--- src/rtl/tx_arbiter.sv ---
// tx_arbiter: round-robin front end that shares one TX serializer between
// NREQ requesters. It latches one byte per grant, holds TX_RQ/TXDATA until
// TX accepts the frame, waits out TX_BUSY, then reports DONE. If TX never
// starts the frame, the byte is dropped and a sticky ERR flag is raised.
module tx_arbiter #(
    parameter int unsigned SIZE    = 8,
    parameter int unsigned NREQ    = 4,
    parameter int unsigned TIMEOUT = 16
) (
    input  logic                     TXC,
    input  logic                     RST,
    input  logic [NREQ-1:0]          REQ,
    input  logic [NREQ*SIZE-1:0]     REQ_DATA,
    output logic [NREQ-1:0]          GNT,
    output logic                     DONE,
    output logic [$clog2(NREQ)-1:0]  ACTIVE_ID,
    output logic                     ERR,
    output logic                     TX_RQ,
    output logic [SIZE-1:0]          TXDATA,
    input  logic                     TX_BUSY
);

    localparam int unsigned IDW = $clog2(NREQ);
    localparam int unsigned CW  = $clog2(TIMEOUT) + 1;

    typedef enum logic [1:0] {
        S_IDLE,
        S_ISSUE,
        S_WAIT_DONE
    } state_t;

    // Registered state
    state_t          r_state;
    logic [IDW-1:0]  r_last;
    logic [CW-1:0]   r_cnt;
    logic            r_tx_rq;
    logic [SIZE-1:0] r_txdata;
    logic [NREQ-1:0] r_gnt;
    logic            r_done;
    logic [IDW-1:0]  r_active_id;
    logic            r_err;

    // Next-state values
    state_t          w_state_nx;
    logic [IDW-1:0]  w_last_nx;
    logic [CW-1:0]   w_cnt_nx;
    logic            w_tx_rq_nx;
    logic [SIZE-1:0] w_txdata_nx;
    logic [NREQ-1:0] w_gnt_nx;
    logic            w_done_nx;
    logic [IDW-1:0]  w_active_id_nx;
    logic            w_err_nx;

    // Arbitration result
    logic            w_found;
    logic [IDW-1:0]  w_win;
    logic [IDW-1:0]  w_cand;
    logic [SIZE-1:0] w_win_data;

    // Index base+off reduced modulo NREQ (off never exceeds NREQ).
    function automatic logic [IDW-1:0] wrap_idx(input logic [IDW-1:0] base,
                                                input int unsigned    off);
        int unsigned s;
        s = 32'(base) + off;
        if (s >= NREQ) begin
            s = s - NREQ;
        end
        return IDW'(s);
    endfunction

    // Round-robin search: first pending requester above LAST, wrapping.
    always_comb begin
        w_found    = 1'b0;
        w_win      = '0;
        w_cand     = '0;
        w_win_data = '0;
        for (int unsigned k = 1; k <= NREQ; k++) begin
            w_cand = wrap_idx(r_last, k);
            if (!w_found && REQ[w_cand]) begin
                w_found    = 1'b1;
                w_win      = w_cand;
                w_win_data = REQ_DATA[w_cand*SIZE +: SIZE];
            end
        end
    end

    // Next-state and output decode.
    always_comb begin
        w_state_nx     = r_state;
        w_last_nx      = r_last;
        w_cnt_nx       = r_cnt;
        w_tx_rq_nx     = r_tx_rq;
        w_txdata_nx    = r_txdata;
        w_gnt_nx       = '0;
        w_done_nx      = 1'b0;
        w_active_id_nx = r_active_id;
        w_err_nx       = r_err;

        case (r_state)
            S_IDLE: begin
                // A still-draining frame holds off the next grant.
                if (w_found && !TX_BUSY) begin
                    w_txdata_nx     = w_win_data;
                    w_tx_rq_nx      = 1'b1;
                    w_gnt_nx[w_win] = 1'b1;
                    w_active_id_nx  = w_win;
                    w_last_nx       = w_win;
                    w_cnt_nx        = '0;
                    w_state_nx      = S_ISSUE;
                end
            end

            S_ISSUE: begin
                if (TX_BUSY) begin
                    w_tx_rq_nx = 1'b0;
                    w_state_nx = S_WAIT_DONE;
                end else if (r_cnt == CW'(TIMEOUT - 1)) begin
                    // TX never accepted the byte: drop it and flag.
                    w_tx_rq_nx = 1'b0;
                    w_err_nx   = 1'b1;
                    w_state_nx = S_IDLE;
                end else begin
                    w_cnt_nx = r_cnt + CW'(1);
                end
            end

            S_WAIT_DONE: begin
                if (!TX_BUSY) begin
                    w_done_nx  = 1'b1;
                    w_state_nx = S_IDLE;
                end
            end

            default: begin
                w_state_nx = S_IDLE;
            end
        endcase
    end

    // State and output registers; LAST resets to NREQ-1 so requester 0 wins first.
    always_ff @(posedge TXC or posedge RST) begin
        if (RST) begin
            r_state     <= S_IDLE;
            r_last      <= IDW'(NREQ - 1);
            r_cnt       <= '0;
            r_tx_rq     <= 1'b0;
            r_txdata    <= '0;
            r_gnt       <= '0;
            r_done      <= 1'b0;
            r_active_id <= '0;
            r_err       <= 1'b0;
        end else begin
            r_state     <= w_state_nx;
            r_last      <= w_last_nx;
            r_cnt       <= w_cnt_nx;
            r_tx_rq     <= w_tx_rq_nx;
            r_txdata    <= w_txdata_nx;
            r_gnt       <= w_gnt_nx;
            r_done      <= w_done_nx;
            r_active_id <= w_active_id_nx;
            r_err       <= w_err_nx;
        end
    end

    assign GNT       = r_gnt;
    assign DONE      = r_done;
    assign ACTIVE_ID = r_active_id;
    assign ERR       = r_err;
    assign TX_RQ     = r_tx_rq;
    assign TXDATA    = r_txdata;

endmodule

--- config.mk ---
export PLATFORM = sky130hd
export DESIGN_NAME = tx_arbiter
export DESIGN_NICKNAME = d
export VERILOG_FILES = /design/src/rtl/tx_arbiter.sv
export SDC_FILE = /design/constraint.sdc
export NUM_CORES = 1
export LEC_CHECK = 0
export CORE_MARGIN = 3
export CORE_UTILIZATION = 45
export CTS_CLUSTER_SIZE = 24
export DETAILED_ROUTE_END_ITERATION = 10
export PLACE_DENSITY = 0.86
export SLEW_MARGIN = 5
export SYNTH_ARGS = -nofsm -noshare
export SYNTH_HDL_FRONTEND = slang
export SYNTH_SLANG_ARGS = --single-unit
--- constraint.sdc ---
create_clock -name TXC -period 1.9 [get_ports TXC]
set_input_delay 0.38 -clock TXC [delete_from_list [all_inputs] [get_ports TXC]]
set_output_delay 0.38 -clock TXC [all_outputs]
set_load 0.1 [all_outputs]
# ---- Word level (Yosys, flattened, before mapping)
# Index checks and enable logic that the tools add are counted.
dict set report totals {
  reg_bits 26
  latchBits 0
  ram_bits 0
  rom_bits 0
  output_inout_bits 17
  word_cells 100
  mem_count 0
}
dict set report classes {
  add_sub_neg 9
  n_mul 0
  n_div 0
  magnitude_cmp 10
  eq_ne 8
  shift 4
  muxes 43
  bitwise 1
  reduce_logical 16
}
# op count
set op_table {}
lappend op_table {{32-bit by 6-bit variable part select with 8-bit output} 4}
lappend op_table {{8-bit two-way mux} 4}
lappend op_table {{2-bit two-way mux} 12}
lappend op_table {{2-bit by 3-bit less-than comparator with 1-bit output (second input constant)} 5}
lappend op_table {{5-bit two-way mux} 3}
lappend op_table {{1-bit two-way mux} 14}
lappend op_table {{5-bit one-hot mux with 2 select lines} 1}
lappend op_table {{3-bit >= comparator (second input constant)} 3}
lappend op_table {{3-bit AND reduction} 3}
lappend op_table {{1-bit binary-select mux with 2-bit select} 4}
lappend op_table {{4-bit two-way mux} 2}
lappend op_table {{2-bit != test (second input constant)} 4}
lappend op_table {{2-bit by 1-bit subtractor with 2-bit output (second input constant)} 4}
lappend op_table {{2-bit by 2-bit adder with 3-bit output (second input constant)} 2}
lappend op_table {{2-bit one-hot mux with 3 select lines} 1}
lappend op_table {{5-bit by 1-bit adder with 5-bit output (second input constant)} 1}
lappend op_table {{5-bit by 4-bit == test with 1-bit output (second input constant)} 1}
lappend op_table {{1-bit logical AND} 5}
lappend op_table {{2-bit by 3-bit adder with 4-bit output (second input constant)} 1}
lappend op_table {{4-bit by 3-bit >= comparator with 1-bit output (second input constant)} 1}
lappend op_table {{1-bit zero test} 4}
lappend op_table {{4-bit AND reduction} 1}
lappend op_table {{2-bit by 1-bit adder with 3-bit output (second input constant)} 1}
lappend op_table {{3-bit != test (second input constant)} 1}
lappend op_table {{9 further kinds} 9}

# ---- Depth between registers and ports, before layout
# Gate-level depths: netlist (run 1).
dict set report depth {
  word_depth 21
  mapped_depth 8
  ltp_nobuf 8
}

# ---- Worst setup path after synthesis (run 1)
# Ideal clock, no wire load.
dict set report synth_timing {
  path_type {flip-flop to flip-flop}
  startpoint {register r_last[1]}
  endpoint {register r_txdata[3] (netlist: TXDATA[3])}
  setup_time_ps 126
  arrival_ps 1799
  required_time_ps 1774
  setup_slack_ps -25
  path_stages_with_launch 6
  n_path_buf 1
  cell_sequence {dfstp_2 -> buf_6 -> mux4_4 -> nand2_1 -> o211ai_1 -> o32a_1}
}
dict set report synth_via {
  elab_chain_cells 17
  word_cells_on_any_way 44
}
# item line_no
set synth_rtl {}
lappend synth_rtl {{from (decl)} 34} ;# logic [IDW-1:0] r_last;
lappend synth_rtl {{from (signal assigned)} 144} ;# r_last <= IDW'(NREQ - 1);
lappend synth_rtl {{from (signal assigned)} 154} ;# r_last <= w_last_nx;
lappend synth_rtl {{2-bit by 1-bit adder with 3-bit output} 64} ;# s = 32'(base) + off;
lappend synth_rtl {{3-bit >= comparator / 2-bit by 1-bit subtractor with 2-bit output (equally long branches)} {65, 66}}
lappend synth_rtl {{2-bit two-way mux} 65} ;# if (s >= NREQ) begin
lappend synth_rtl {{1-bit binary-select mux with 2-bit select} 79} ;# if (!w_found && REQ[w_cand]) begin
lappend synth_rtl {{1-bit two-way mux (implied by the code)} 79}
lappend synth_rtl {{1-bit two-way mux} 79}
lappend synth_rtl {{1-bit zero test} 79}
lappend synth_rtl {{1-bit logical AND} 79}
lappend synth_rtl {{1-bit two-way mux} 79}
lappend synth_rtl {{1-bit zero test} 79}
lappend synth_rtl {{1-bit logical AND} 79}
lappend synth_rtl {{1-bit two-way mux} 79}
lappend synth_rtl {{1-bit zero test} 79}
lappend synth_rtl {{1-bit logical AND} 79}
lappend synth_rtl {{1-bit two-way mux} 79}
lappend synth_rtl {{1-bit logical AND} 102} ;# if (w_found && !TX_BUSY) begin
lappend synth_rtl {{2-bit AND reduction (no source line)} --}
lappend synth_rtl {{to (signal assigned)} 157} ;# r_txdata <= w_txdata_nx;
lappend synth_rtl {{to (decl)} 37} ;# logic [SIZE-1:0] r_txdata;
# Parallel ways exist; a longest one is shown, timed or not. The select of a mux whose other input is x is not followed.
# A chain may end at the register's enable or synchronous reset.

# ---- Worst setup path after layout (run 1)
# Ends and elaborated chain as after synthesis.

==> impl_metrics.yaml, run 1 <==
critical_path:
  worst-r2r-setup-slack_ns: -0.06
  worstPathRequired_ns: 2.08
  crit_fanout: 8
  slowest_stage: "mux4_4"
  critPathMaxStageDelay_ns: 0.76
  crit_start: "r_last[1]"
  crit_chain: "mux4_4 -> nand2_1 -> o211ai_1 -> o32a_1"
  rr_endpoint: "TXDATA[3]"
  rr_worst_depth: 4
  critPathCaptureType: "flop"
  worstPathArrival_ns: 2.14
  crit_path_end: "TXDATA[3]"
  cp-start-kind: "flop"
  r2r_start: "r_last[1]"
  worstSetupPathType: "reg2reg"
floorplanning:
  die_x_microns: 76.6
  io_pins: 56
  dieArea_sq_um: 5860
  core_area_sq_um: 4750
  row_count: 25
  start_util: 0.471
  die_y_microns: 76.6
final_layout:
  layout_commonest_cell: "buf_4"
  nNetsFinal: 382
  final_cell_mix: "buf_4 (69), clkdlybuf4s50_1 (34), nor2_1 (29)"
  drive_gt1_frac: 0.356
  fin_cells: 407
  post-route-util: 0.736
  syn_to_final_growth_pct: 56.1
  final_area_sq_um: 3500
  antennaDiodeCount: 0
clocking:
  tritoncts: "built"
  clk_pin_slew_worst_paths_ns: 0.10
  worstSkewPairLatency_ns: 0.28
  cts_buffers: 3
  cts-root-buf: "clkbuf_8"
  clk_path_buf_depth: 2
  cts_max_level: 1
  clock_sinks: 26
  holdBufCountCts: 0
grt:
  overflow: 0
  grt_max_degree: 35
  grt_pass1_vias: 2503
  grt_pass1_wl_microns: 11500
  antenna_found_initial: 0
  grt_usage: 0.242
pwr:
  power_mw: 5.33
  p_leak_nw: 1.54
  peakVddDrop_v: 0.00116
  power.density_nw_per_um2: 1520
place:
  dp.cells: 395
  place_congestion: 0.869
  placed_area_sq_um: 3280
  place_hpwl_microns: 5010
  portBuffers: 55
logic_synthesis:
  ys_async_sr_fraction: 1.00
  synth_edf_count: 0
  ys.flop_type: "dfrtp_1"
  synth_nets: 272
  yosysSeqAreaShare: 0.291
  yosysWarningCount: 0
  synth.avg_cell_area_sq_um: 9.70
  ys_ff_latch: 26
  netlist_area_sq_um: 2240
  synth.distinct_cells: 57
  synth_top_area_frac: 0.268
  synth_top_cells_by_area: "dfrtp_1 (27%), mux2i_1 (9.8%), mux4_1 (7.0%)"
  synth_top_cell_by_area: "dfrtp_1"
  syn_inst: 231
timing:
  maxSlewViolCount: 0
  final.setup_skew_ns: 0.00790
  finalHoldViolCount: 0
  slew_headroom: 0.635
  tightest_slew_ns: 0.542
  fmax_mhz: 510
  fin_ws_ns: -0.0623
  setup_viol: 9
  grt_setup_unrepaired: "yes"
  min_period_ns: 1.96
  layout_worst_path_cycle_share: 1.03
flow_run:
  drv_cap: 0
drt:
  routed_via_density: 6.08
  routed_wl_microns: 7300
  drt_iter0_drc: 218
  route.vias.total: 2475
  wl_per_cell_microns: 17.9
  antenna_left: 0
  dr.pass1.iters: 5
  drcViolationCount: 0
status:
  violations: "negative setup slack"
  status: "finished, violations left"
worst_hold_path:
  hp-class: "in2async"
[metrics by stage]
step	hold slack (ns)	setup WS, ns	setup TNS (ns)
final	0.455	-0.0623	-0.356
after global routing	0.513	-0.167	-0.917
after CTS	0.464	-0.0340	-0.0898
after floorplan	0.419	0.00660	0
after detailed placement	0.475	-0.494	-8.77
after global placement	0.469	-0.290	-4.59
[power by group]
group	internal (mW)	switching (mW)	total [mW]	leakage, nW
sequential	0.764	0.266	1.03	0.322
clock	0.282	0.194	0.476	0.0357
combinational	1.63	2.20	3.82	1.19
[synthesized netlist by cell type, types with 2 or more instances]
master,count
ha_1,2
o32ai_1,2
clkbuf_8,4
dfrtp_1,24
nor2b_1,3
nor3_1,2
mux4_1,6
mux2i_1,22
nor4_1,2
nand2b_1,4
o211ai_1,6
o21ai_0,6
nand2_1,14
o221ai_1,5
o21a_1,2
a21oi_4,2
buf_6,3
buf_2,4
xor2_1,2
nor2_1,30
a21oi_1,13
o22ai_1,7
dfstp_2,2
nor3b_1,7
nand3_1,4
a22oi_1,2
inv_1,6
clkbuf_2,2
a221oi_1,4
mux4_2,2
o22a_1,6
mux2_2,6
[cell families after synthesis]
| logic type | synth area share |
|---|---|
| AND/OR/NAND/NOR | 0.178 |
| flip-flops | 0.291 |
| buffers and inverters | 0.0731 |
| multiplexers | 0.230 |
| adder cells (fa/ha/maj) | 0.0112 |
| AO/OA/AOI/OAI | 0.209 |
| XOR/XNOR | 0.00782 |
[critical path, delay by kind of cell, from the launching register on]
| kind | cells | cell delay, ns |
|---|---|---|
| and+or+nand+nor | 1 | 0.10 |
| DFF | 1 | 0.62 |
| muxes | 1 | 0.76 |
| AOI/OAI and AO/OA | 2 | 0.37 |
[flip-flops by register name, indices dropped and copies added, names as in the netlist]
| signal | count |
|---|---|
| ERR | 1 |
| TX_RQ | 1 |
| r_state | 2 |
| TXDATA | 8 |
| r_cnt | 5 |
| DONE | 1 |
| r_last | 2 |
| GNT | 4 |
| ACTIVE_ID | 2 |
[worst min path at each step]
| stage | startpoint | end | slack, ns | depth (start not counted) |
|---|---|---|---|---|
| 2_1_floorplan | RST | ACTIVE_ID[0] | 0.42 | 1 |
| 4_1_cts | RST | TXDATA[4] | 0.46 | 3 |
| 5_1_grt | RST | GNT[2] | 0.51 | 3 |
| 3_5_place_dp | ACTIVE_ID[1] | ACTIVE_ID[1] | 0.47 | 2 |
| 3_3_place_gp | ACTIVE_ID[1] | ACTIVE_ID[1] | 0.47 | 2 |
| 6_report | RST | TXDATA[4] | 0.45 | 3 |
[layer usage]
metal / up-vias / track usage / wire length [microns]
met1: 1171 / 0.278 / 2750
met3: 31 / 0.0378 / 571
met4: 0 / 0.141 / 298
met5: - / 0 / 0
met2: 157 / 0.424 / 3680
li1: 1116 / - / -
[final cells by class]
cell class                 count  area, sq um
sequential                    26          653
clock buffer                   3         41.3
inverter                       7         26.3
tap                           67         83.8
timing repair buffer         121         1140
multi-input combinational    182         1520
fill                         333         1260
clock inverter                 1         30.0
[timing repair]
item | in CTS | in global routing
endpoints found under the setup margin | 22 | 18
gates resized for setup | 12 | 13
setup buffers | 4 | 4
pin swaps | 2 | 2
Power figures use the tool's default switching activity.
==> inputs of run 2 (changes only) <==
- CORE_MARGIN: 3 -> unset
==> impl_metrics.yaml, run 2 (synthesis gave the netlist of run 1 again) <==
floorplanning:
  die_y_microns: 72.6
  core_area_sq_um: 4750
  row_count: 25
  start_util: 0.471
  dieArea_sq_um: 5270
  die_x_microns: 72.6
  io_pins: 56
drt:
  routed_via_density: 5.96
  wl_per_cell_microns: 17.3
  route.vias.total: 2408
  routed_wl_microns: 6980
  antenna_left: 0
  drcViolationCount: 0
  drt_iter0_drc: 189
  dr.pass1.iters: 5
grt:
  grt_pass1_vias: 2336
  use_met2: 0.492
  overflow: 0
  antenna_found_initial: 0
  grt_usage: 0.264
  grt_util_met3: 0.0347
  grt_max_degree: 34
  use_met1: 0.307
  grt_pass1_wl_microns: 10700
  busiest_layer: "met2"
worst_hold_path:
  hp-class: "in2async"
clocking:
  cts_max_level: 1
  clock_sinks: 26
  worstSkewPairLatency_ns: 0.27
  cts-root-buf: "clkbuf_8"
  holdBufCountCts: 0
  cts_buffers: 3
  tritoncts: "built"
  clk_path_buf_depth: 2
  clk_pin_slew_worst_paths_ns: 0.09
critical_path:
  critPathMaxStageDelay_ns: 0.75
  cp-start-kind: "flop"
  worstSetupPathType: "reg2reg"
  crit_fanout: 8
  critPathCaptureType: "flop"
  crit_chain: "mux4_4 -> a21oi_1 -> o211ai_1 -> o22a_1"
  worstPathArrival_ns: 2.10
  slowest_stage: "mux4_4"
  worstPathRequired_ns: 2.07
final_layout:
  fillCellCount: 348
  nNetsFinal: 379
  layout_commonest_cell: "buf_4"
  final_cell_mix: "buf_4 (67), clkdlybuf4s50_1 (34), nor2_1 (29)"
  fin_cells: 404
  post-route-util: 0.720
  largest_reg_flops: 8
  regArea_sq_um: 653
  syn_to_final_growth_pct: 52.7
  multiInputGateArea_sq_um: 1480
  drive_gt1_frac: 0.335
  antennaDiodeCount: 0
  final_area_sq_um: 3420
timing:
  tns_ns: -0.114
  whs_ns: 0.456
  layout_worst_path_cycle_share: 1.02
  slew_headroom: 0.651
  min_period_ns: 1.94
  tightest_slew_ns: 0.517
  setup_viol: 5
  fin_ws_ns: -0.0366
  final.setup_skew_ns: 0.00322
  maxSlewViolCount: 0
  finalHoldViolCount: 0
  grt_setup_unrepaired: "yes"
  fmax_mhz: 516
status:
  violations: "negative setup slack"
  status: "finished, violations left"
pwr:
  peakVddDrop_v: 0.00102
  power.density_nw_per_um2: 1490
  p_leak_nw: 1.53
  power_mw: 5.11
place:
  pre_cts_slack_ns: -0.406
  place_congestion: 0.887
  place_hpwl_microns: 4870
  portBuffers: 55
  placed_area_sq_um: 3250
  dp.cells: 391
flow_run:
  drv_cap: 0
## run 2: cell type report
cell class	instances	share of cell area
Clock buffer	4	0.0161
Inverter	7	0.00768
Sequential cell	26	0.191
Tap cell	67	0.0245
Timing Repair Buffer	118	0.329
Multi-Input combinational cell	182	0.432
## run 2: final timing paths
path                               from           end  slack (ns)  cells after the start
setup / recovery              r_last[1]     TXDATA[6]       -0.04                      4
hold / removal                      RST  ACTIVE_ID[1]        0.46                      3
setup reg to reg              r_last[1]     TXDATA[6]       -0.04                      4
hold reg to reg            ACTIVE_ID[1]  ACTIVE_ID[1]        0.54                      2
max in group asynchronous           RST     r_last[1]        1.15                      3
min in group TXC           ACTIVE_ID[1]  ACTIVE_ID[1]        0.54                      2
## run 2: metal layers
metal,routed length [microns],vias to the layer above,part of all wire
met5,0,-,0
met4,159,0,0.023
met3,458,19,0.066
met2,3720,132,0.53
met1,2650,1154,0.38
li1,-,1103,-
## run 2: report_power, final
part	switching, mW	internal (mW)	leakage, nW
sequential	0.245	0.764	0.322
clock	0.174	0.185	0.0288
combinational	2.16	1.58	1.18
## run 2: what timing repair did
item	4_1_cts	5_1_grt
buffers inserted	4	5
hold endpoints to repair	0	0
endpoints found under the setup margin	17	15
pin swaps	2	1
gates resized for setup	5	14
## run 2: critical path: cells and delay by family, from the launching register on
family | cells | cell delay [ns]
AO/OA/AOI/OAI | 3 | 0.49
flip-flops | 1 | 0.59
multiplexers | 1 | 0.75
==> inputs of run 3 (changes only) <==
--- a/config.mk
+++ b/config.mk
@@ -7,6 +7,6 @@
 export LEC_CHECK = 0
-export CORE_UTILIZATION = 45
+export CORE_UTILIZATION = 35
 export CTS_CLUSTER_SIZE = 24
 export DETAILED_ROUTE_END_ITERATION = 10
-export PLACE_DENSITY = 0.86
+export PLACE_DENSITY = 0.71
 export SLEW_MARGIN = 5
==> constraint.sdc (replaced) <==
create_clock -name TXC -period 1.9 [get_ports TXC]
set_input_delay 0.285 -clock TXC [delete_from_list [all_inputs] [get_ports TXC]]
set_output_delay 0.285 -clock TXC [all_outputs]
set_load 0.1 [all_outputs]
==> impl_metrics.yaml, run 3 (synthesis gave the netlist of run 1 again) <==
status:
  status: "finished, violations left"
  violations: "negative setup slack"
clocking:
  tritoncts: "built"
  cts_buffers: 3
  worstSkewPairLatency_ns: 0.28
  clk_pin_slew_worst_paths_ns: 0.10
  cts-root-buf: "clkbuf_8"
  clock_sinks: 26
  holdBufCountCts: 0
  clk_path_buf_depth: 2
  cts_max_level: 1
timing:
  fmax_mhz: 519
  final.setup_skew_ns: 0.0143
  layout_worst_path_cycle_share: 1.01
  finalHoldViolCount: 0
  fin_ws_ns: -0.0266
  slew_headroom: 0.698
  setup_viol: 5
  maxSlewViolCount: 0
  min_period_ns: 1.93
  tightest_slew_ns: 0.450
  grt_setup_unrepaired: "yes"
critical_path:
  rr_worst_depth: 4
  critPathCaptureType: "flop"
  worstSetupPathType: "reg2reg"
  critical_path.top_delay_family: "multiplexers"
  worstSetupPathDepth: 4
  crit_start: "r_last[1]"
  slowest_stage: "mux4_4"
  worstPathRequired_ns: 2.07
  crit_chain: "mux4_4 -> nand2_2 -> o211ai_1 -> o32a_1"
  crit_buf_inv: 0
  crit_fanout: 8
  critPathMaxStageDelay_ns: 0.77
  worstPathArrival_ns: 2.10
  r2r_start: "r_last[1]"
  cp-start-kind: "flop"
drt:
  routed_via_density: 5.45
  drcViolationCount: 0
  routed_wl_microns: 6060
  dr.pass1.iters: 4
  wl_per_cell_microns: 15.2
  drt_iter0_drc: 91
  antenna_left: 0
  route.vias.total: 2175
final_layout:
  layout_commonest_cell: "buf_4"
  antennaDiodeCount: 0
  largest_reg_flops: 8
  fillCellCount: 532
  drive_gt1_frac: 0.315
  nNetsFinal: 366
  syn_to_final_growth_pct: 44.7
  fin_cells: 399
  final_cell_mix: "buf_4 (65), clkdlybuf4s50_1 (38), nor2_1 (29)"
floorplanning:
  core_area_sq_um: 6060
  io_pins: 56
  die_x_microns: 82.0
  die_y_microns: 82.0
  row_count: 28
  dieArea_sq_um: 6730
  start_util: 0.370
place:
  place_congestion: 0.886
  portBuffers: 55
  dp.cells: 391
  place_hpwl_microns: 4650
  pre_cts_slack_ns: -0.299
grt:
  grt_pass1_wl_microns: 9800
  grt_usage: 0.191
  antenna_found_initial: 0
  overflow: 0
  grt_max_degree: 35
  grt_pass1_vias: 2153
pwr:
  power_mw: 4.83
  peakVddDrop_v: 0.000977
  power.density_nw_per_um2: 1490
  p_leak_nw: 1.42
worst_hold_path:
  hp-class: "in2async"
flow_run:
  drv_cap: 0
run 3: changes by cell type in the layout (fill, tap and decap cells not counted), sizes merged:
cell / previous run / this run
dlymetal6s2s: 1 / 0
clkbuf: 4 / 3
buf: 80 / 67
bufinv: 0 / 1
clkdlybuf4s50: 34 / 38
dlygate4sd2: 3 / 0
run 3: path summary, 6_finish.rpt:
kind / slack, ns / end
worst min-delay path: 0.35 / r_cnt[1]
worst min register to register: 0.49 / ERR
worst max register to register: -0.03 / TXDATA[3]
worst max-delay path: -0.03 / TXDATA[3]
max in group asynchronous: 1.24 / r_last[0]
min in group TXC: 0.49 / ERR
run 3: per-stage QoR:
step / TNS (ns) / util / hold WS (ns) / instance area, sq um
after floorplan: 0 / - / 0.324 / 2240
after global placement: -3.97 / 0.509 / 0.467 / 3090
after detailed placement: -4.79 / 0.509 / 0.473 / 3090
after CTS: -0.0666 / 0.523 / 0.359 / 3170
after global routing: -0.599 / 0.535 / 0.402 / 3240
final: -0.0716 / 0.535 / 0.354 / 3240
run 3: power by group:
part	switching (mW)	total (mW)	internal (mW)	leakage, nW
registers	0.186	0.958	0.772	0.323
clock network	0.176	0.458	0.282	0.0357
logic	2.06	3.42	1.35	1.06
run 3: per-layer routing:
metal,wire (microns),vias up,track usage
met1,2740,1027,0.247
met4,142,0,0.0684
met3,261,12,0.0311
met2,2910,62,0.319
li1,-,1074,-
met5,0,-,0
run 3: repair_timing:
action / 4_1_cts / 5_1_grt
cloned: 0 / 0
gates resized for setup: 2 / 10
endpoints found under the setup margin: 3 / 18
pin swaps: 1 / 2
setup buffers: 0 / 4
run 3: layout make-up:
class | instances | area (sq um) | share of cell area
Sequential cell | 26 | 657 | 0.203
Clock buffer | 3 | 41.3 | 0.0127
Multi-Input combinational cell | 182 | 1490 | 0.458
Timing Repair Buffer | 105 | 908 | 0.280
Inverter | 7 | 26.3 | 0.00810
Clock inverter | 1 | 30.0 | 0.00926
Tap cell | 75 | 93.8 | 0.0289
run 3: tightest hold or removal path: stages:
cell	delay, ns
clkdlybuf4s50_1	0.39
inv_1	0.05
buf_4	0.31
